`src/rtl/output_port_scheduler.sv`:
```
// Round-robin owner arbitration for one switch output port with downstream credit tracking.
// Latency: grant registered 1 cycle after req is seen in IDLE; flit transfer is combinational.
// Backpressure: flit_ready to the owner only while credits are nonzero; ownership held until tail.
module output_port_scheduler #(
    parameter int NREQ    = 4,
    parameter int CREDITS = 8
) (
    input  logic                         CLK,
    input  logic                         nRST,
    input  logic [NREQ-1:0]              req,
    input  logic [NREQ-1:0]              flit_valid,
    input  logic [NREQ-1:0]              flit_tail,
    output logic [NREQ-1:0]              flit_ready,
    output logic [NREQ-1:0]              grant,
    output logic                         out_valid,
    input  logic                         credit_return,
    output logic [$clog2(CREDITS+1)-1:0] credits,
    output logic                         credit_err
);

    localparam int LW = $clog2(NREQ);
    localparam int CW = $clog2(CREDITS + 1);

    typedef enum logic {
        IDLE   = 1'b0,
        LOCKED = 1'b1
    } state_t;

    state_t          state;
    logic [LW-1:0]   last;
    logic [LW-1:0]   owner;
    logic [LW-1:0]   pick;
    logic            pick_vld;
    logic            credits_nz;
    logic            transfer;
    logic            tail_xfer;

    // grant is all-zero outside LOCKED and during reset, so ready needs no state term
    assign credits_nz = (credits != '0);
    assign flit_ready = credits_nz ? grant : '0;
    assign transfer   = |(flit_valid & flit_ready);
    assign tail_xfer  = |(flit_valid & flit_ready & flit_tail);
    assign out_valid  = transfer;

    // Round-robin search starting just after the previous owner, ending at it
    always_comb begin
        pick_vld = 1'b0;
        pick     = '0;
        for (int k = 1; k <= NREQ; k++) begin
            logic [LW-1:0] idx;
            idx = LW'((int'(last) + k) % NREQ);
            if (!pick_vld && req[idx]) begin
                pick_vld = 1'b1;
                pick     = idx;
            end
        end
    end

    // Ownership FSM: lock onto the picked requester, release after its tail flit transfers
    always_ff @(posedge CLK or negedge nRST) begin
        if (!nRST) begin
            state <= IDLE;
            grant <= '0;
            owner <= '0;
            last  <= LW'(NREQ - 1);
        end else begin
            case (state)
                IDLE: begin
                    if (pick_vld) begin
                        state <= LOCKED;
                        grant <= NREQ'(1) << pick;
                        owner <= pick;
                    end
                end
                LOCKED: begin
                    if (tail_xfer) begin
                        state <= IDLE;
                        grant <= '0;
                        last  <= owner;
                    end
                end
                default: begin
                    state <= IDLE;
                    grant <= '0;
                end
            endcase
        end
    end

    // Downstream credit counter; a return into a full counter is an error and is dropped
    always_ff @(posedge CLK or negedge nRST) begin
        if (!nRST) begin
            credits    <= CW'(CREDITS);
            credit_err <= 1'b0;
        end else begin
            case ({transfer, credit_return})
                2'b10: credits <= credits - CW'(1);
                2'b01: begin
                    if (credits == CW'(CREDITS)) begin
                        credit_err <= 1'b1;
                    end else begin
                        credits <= credits + CW'(1);
                    end
                end
                default: credits <= credits;
            endcase
        end
    end

endmodule
```
`config.mk`:
```
export PLATFORM = sky130hd
export DESIGN_NAME = output_port_scheduler
export DESIGN_NICKNAME = d
export VERILOG_FILES = /design/src/rtl/output_port_scheduler.sv
export SDC_FILE = /design/constraint.sdc
export NUM_CORES = 1
export LEC_CHECK = 0
export ABC_AREA = 1
export CAP_MARGIN = 20
export CORE_MARGIN = 1
export CORE_UTILIZATION = 45
export DETAILED_ROUTE_END_ITERATION = 16
export GPL_TIMING_DRIVEN = 0
export PLACE_DENSITY = 0.8
export REMOVE_ABC_BUFFERS = 1
export SLEW_MARGIN = 20
export SYNTH_ARGS = -nofsm -noshare
export SYNTH_HDL_FRONTEND = slang
export SYNTH_SLANG_ARGS = --single-unit
```
`constraint.sdc`:
```
create_clock -name CLK -period 2.8 [get_ports CLK]
set_clock_uncertainty 0.1 [all_clocks]
set_input_delay 0.7 -clock CLK [delete_from_list [all_inputs] [get_ports CLK]]
set_output_delay 0.7 -clock CLK [all_outputs]
set_load 0.01 [all_outputs]
```
Yosys cells after proc, flatten, opt, wreduce, memory -nomap -nowiden
Cells that the tools add are included.

cells by class
  add/subtract/negate cells = 6
  magnitude comparators = 4
  equality and inequality tests = 6
  shifts and indexed selects = 1
  mux-type cells = 25
  bitwise logic cells = 3
  reduce and logical (&&, ||, !) cells = 15

operators with widths
  operator                                                                      number
  4-bit two-way mux                                                             4
  4-bit one-hot mux with 2 select lines                                         2
  2-bit by 3-bit less-than comparator with 1-bit output, second input constant  4
  1-bit two-way mux                                                             10
  2-bit AND reduction                                                           5
  4-bit bitwise AND                                                             2
  1-bit binary-select mux with 2-bit select                                     4
  2-bit two-way mux                                                             4
  4-bit OR reduction                                                            2
  2-bit by 1-bit adder with 2-bit output, second input constant                 2
  2-bit adder, second input constant                                            2
  4-bit by 1-bit adder with 4-bit output, second input constant                 1
  4-bit equality test, second input constant                                    1
  2-bit != test, second input constant                                          2
  4-bit nonzero test                                                            1
  1-bit by 2-bit << shifter with 4-bit output, first input constant             1
  4-bit by 1-bit subtractor with 4-bit output, second input constant            1
  1-bit logical AND                                                             3
  1-bit logical NOT                                                             3
  2-bit by 1-bit equality test with 1-bit output, second input constant         1
  2-bit equality test, second input constant                                    1
  2-bit by 1-bit != test with 1-bit output, second input constant               1
  1-bit one-hot mux with 2 select lines                                         1
  2-bit nonzero test                                                            1
  1-bit inverter                                                                1

storage, ports and cells
  flip-flop bits (word level) = 14
  input bits = 15
  output and inout bits = 14
  logic and storage cells = 66

Longest topological paths before layout
Gate-level depths: netlist (run 1).

  depth after elaboration = 16
  gate-level depth with buffers = 15
  depth with buffers taken out = 15

Worst setup path before layout (run 1)
Ideal clock, no wire load.

  kind = reg-to-reg
  from = register credits[1]
  to = register credits[3]
  setup time = 0.076 ns
  data arrival time = 2.054 ns
  required time = 2.624 ns
  setup slack = 0.570 ns
  stages on the path, launching flop included = 16
  path buffers = 0
  period minus slack after synthesis = 2.230 ns
  cells stage by stage = dfrtp_1 > nor2_1 > nand2_1 > nand3_1 > nand2_1 > nor2_1 > nand2_1 > ha_1 > nand2_1 > nand2_1 > a31oi_1 > inv_1 > nand2_1 > nand3_1 > nand2_1 > nand2_1

on the way
  cells in the longest elaborated chain, start to end = 7
  elaborated cells on any way between the ends = 14
  those cells by class = add/sub (2); eq/ne (4); mux (3); bitwise (1); reduce/logical (4)

RTL lines
  item                                                                                   line  text
  start: declaration                                                                     17    output logic [$clog2(CREDITS+1)-1:0] credits,
  start signal: assignment                                                               93    credits <= CW'(CREDITS);
  start signal: assignment                                                               97    2'b10: credits <= credits - CW'(1);
  start signal: assignment                                                               102   credits <= credits + CW'(1);
  4-bit nonzero test                                                                     39    assign credits_nz = (credits != '0);
  4-bit two-way mux                                                                      40    assign flit_ready = credits_nz ? grant : '0;
  4-bit bitwise AND                                                                      41    assign transfer = |(flit_valid & flit_ready);
  4-bit OR reduction                                                                     41
  2-bit by 1-bit equality test with 1-bit output or 2-bit equality test (tied branches)  96    case ({transfer, credit_return})
  2-bit != test (no source line) or 2-bit nonzero test (tied branches)                   n/a
  2-bit AND reduction (no source line)                                                   n/a

Parallel ways exist; a longest one is shown, timed or not. The select of a mux whose other input is x is not followed.
A chain may end at the register's enable or synchronous reset.

Worst setup path after layout (run 1)
  from = register credits[3]
  to = output flit_ready[0]

on the way
  cells in the longest elaborated chain, start to end = 2

RTL lines
  item                line  text
  4-bit nonzero test  39
  4-bit two-way mux   40
  end: declaration    13    output logic [NREQ-1:0] flit_ready,

No other way between the ends.

==> results of run 1 <==
logic make-up after synthesis:
logic type / share of synthesized area, %
simple gates: 38.3
flops: 34.1
buf+inv: 10.7
compound gates: 9.27
fa+ha+maj: 4.33
xor+xnor: 3.37
per-layer routing:
| metal | up-vias | GRT usage (%) | wire (um) |
|---|---|---|---|
| li1 | 543 | - | - |
| met4 | 0 | 7.14 | 27 |
| met2 | 44 | 38.0 | 1090 |
| met3 | 4 | 6.48 | 193 |
| met5 | - | 0 | 0 |
| met1 | 472 | 25.4 | 1060 |
worst reg2reg max path, cell delays in order, from the launching register on:
cell and delay [ns]:
dfrtp_1 0.45, nor2_1 0.19, nand2_2 0.12, nand3_1 0.12
nand2_1 0.06, nor2_1 0.21, nand2_2 0.14, ha_1 0.35
nand2_1 0.07, nand2_1 0.04, a31oi_1 0.18, inv_1 0.06
nand2_1 0.08, nand3_1 0.08, nand2_1 0.07, nand2_1 0.05
synthesized netlist by cell type, drive strengths merged:
cell	number
o21bai	1
o31ai	1
dfrtp	11
ha	2
a21oi	3
xor2	3
o21ai	10
nor2	14
xnor2	1
fa	1
nand3	21
a31oi	2
nand2	49
inv	23
buf	2
dfstp	3
nand4	4
area by class of cell:
type | instances | area (sq um)
fill | 191 | 815
sequential | 14 | 354
clock buffer | 4 | 36.3
multi-input combinational | 112 | 579
timing repair buffer | 28 | 283
inverter | 23 | 88.8
tap | 28 | 35.0
power by group through the flow:
stage | registers (mW) | clock network [mW] | logic [mW]
after detailed placement | 0.295 | 0 | 0.300
after CTS | 0.291 | 0.153 | 0.302
after floorplan | 0.305 | 0 | 0.153
after global placement | 0.291 | 0 | 0.290
after global routing | 0.298 | 0.164 | 0.345
final | 0.292 | 0.153 | 0.304
per-stage QoR:
stage / hold slack (ns) / setup WS, ns
2_1_floorplan: 0.304 / 0.570
3_3_place_gp: 0.361 / 0.0224
3_5_place_dp: 0.374 / -0.0324
4_1_cts: 0.394 / 0.0360
5_1_grt: 0.405 / 0.0332
6_report: 0.387 / 0.145
state kept, by name, summed over array words and instances, names as in the netlist:
signal      flops
credit_err      1
credits         4
grant           4
last            2
owner           2
state           1
worst max path at each step:
stage                                 startpoint                      to  slack (ns)  depth (start not counted)
after floorplan           credits[1]$_DFFE_PN0P_  credits[3]$_DFFE_PN1P_        0.57                         15
after global placement             flit_valid[2]  credits[3]$_DFFE_PN1P_        0.02                         14
after detailed placement           flit_valid[2]  credits[3]$_DFFE_PN1P_       -0.03                         14
after CTS                          flit_valid[1]               out_valid        0.04                          4
after global routing      credits[3]$_DFFE_PN1P_           flit_ready[2]        0.03                          5
final                     credits[3]$_DFFE_PN1P_           flit_ready[0]        0.14                          5
repair_timing:
item	4_1_cts	5_1_grt
endpoints found under the setup margin	0	4
setup buffers	0	0
resized for setup	0	3
==> summary.md, run 1 <==
| Metric | Value |
|---|---|
| Pwr Total | 0.749 mW |
| Share of cells above drive strength 1 | 9.39% |
| DRT Pass-1 Iters | 4 |
| Die height | 50.1 um |
| Cts bufs inserted | 3 |
| CP delay by family, top | buffers and inverters |
| R2R cell count | 15 |
| Total track usage | 21.9% |
| RSZ-0062 raised after global routing | no |
| Core box area | 2190 sq um |
| DRC | 0 |
| Max_cap viols | 0 |
| Max incr delay on CP | 0.58 ns |
| WL per Instance | 11.3 um |
| Share of the synthesized area in the top cell type | 26.5% |
| Pin count of the biggest net entering global routing | 16 |
| Hold path cells | 1 |
| Worst Path Required | 2.00 ns |
| Worst hold path startpoint | credit_err$_DFFE_PN0P_ |
| First-pass GRT wire length | 4.11 mm |
| Number of global-route vias before repair | 973 |
| Crit path max fanout | 6 |
| Most frequent cells in the layout | nand2_1 (44), clkdlybuf4s50_1 (27), inv_1 (22) |
| Net count, final | 200 |
| # IOs | 29 |
| Commonest non-fill, non-tap cell in the layout | nand2_1 |
| Yosys warns | 0 |
| Max Root-Sink Buffers | 2 |
| Register share of total power | 39.0% |
| Iter 0 DRT Violations | 33 |
| Clock share of power | 20.5% |
| Post-layout minimum cycle time | 2.66 ns |
| Max Slew Vio Count | 0 |
| Syn avg cell area | 6.89 sq um |
| CTS H-tree lvls | 1 |
| Slew @ Worst Pin | 0.639 ns |
| Worst Hold Class | flip-flop to flip-flop |
| Run status | finished, final reports clean |
| DRT antenna net count | 0 |
| Crit path cell chain | nor2_1, nand2_2, inv_1, nor2_1, clkdlybuf4s50_1 |
| Crit path kind | flip-flop to primary output |
| Port Buf Inserts | 28 |
| Vias | 1,063 |
| CTS root buf | clkbuf_4 |
| Die Span X | 50.1 um |
| Max Freq | 377 MHz |
| Clk sinks | 14 |
| Gpl congestion | 0.859 |
| Slew HR | 57.3% |
| Peak VDD IR | 0.000451 V |
| Starting Density | 47.5% |
| Die area | 2510 sq um |
| R2r startpoint | credits[1]$_DFFE_PN0P_ |
| Routed wire length | 2.37 mm |
| Sw Ratio | 36.3% |
| GRT Residual Overflow | 0 |
| Initial antenna violation count | 0 |
| Non-filler cells, final | 209 |
| Synth area leader | dfrtp_1 |
| Post-route setup TNS | 0 ns |
| Design Area, Final | 1380 sq um |
| Logic pwr share | 40.6% |
| Power Density | 544 nW/um^2 |
| Net switching power figure | 0.272 mW |
| Post-Syn Area | 1040 sq um |
| Buf/Inv on CP | 2 |
| CP endpoint kind | primary output |
| Reg2reg end | credits[3]$_DFFE_PN1P_ |
| Leakage power | 0.741 nW |
| Hpwl dp | 1.86 mm |
| Setup violators final | 0 |
| Area grow syn2layout | 32.4% |
| Seq cells post-synth | 14 |
| Synth area leaders | dfrtp_1 (26%), nand2_1 (17%), nand3_1 (9.6%) |
| Startpoint class of the critical path | flip-flop |
| Design internal power | 0.477 mW |
| Final Hold Fails | 0 |
| Final Core Density | 62.8% |
| Hold-critical path endpoint | credit_err$_DFFE_PN0P_ |
| Final Cycle Share | 94.8% |
| Placed Instance Area | 1330 sq um |
| Row count | 17 |
| Post-CTS Hold Fix Bufs | 0 |
| Worst-Skew Late Latency | 0.30 ns |
| Antenna cell count | 0 |
| Via density | 5.09 |
| Cells after synthesis | 151 |
| Worst-path clk slew | 0.09 ns |
| DP Cell Count | 205 |
| CTS tree | yes |
| Sequential element share of the synthesized area | 34.1% |
| R2R Setup Slk | 0.38 ns |
| Worst EP arrival | 1.86 ns |
| CP most frequent cell | nor2_1 |
| Crit-path slowest cell | dfstp_2 |
| Library cells used by synthesis | 24 |
(Power assumes the default switching activity.)
==> run 2: changes to the inputs <==
--- a/config.mk
+++ b/config.mk
@@ -6,7 +6,7 @@
 export NUM_CORES = 1
 export LEC_CHECK = 0
 export ABC_AREA = 1
-export CAP_MARGIN = 20
+export CAP_MARGIN = 10
 export CORE_MARGIN = 1
 export CORE_UTILIZATION = 45
 export DETAILED_ROUTE_END_ITERATION = 16
==> results of run 2 <==
Same layout as run 1: the final DEF is identical, and so are final timing and power.
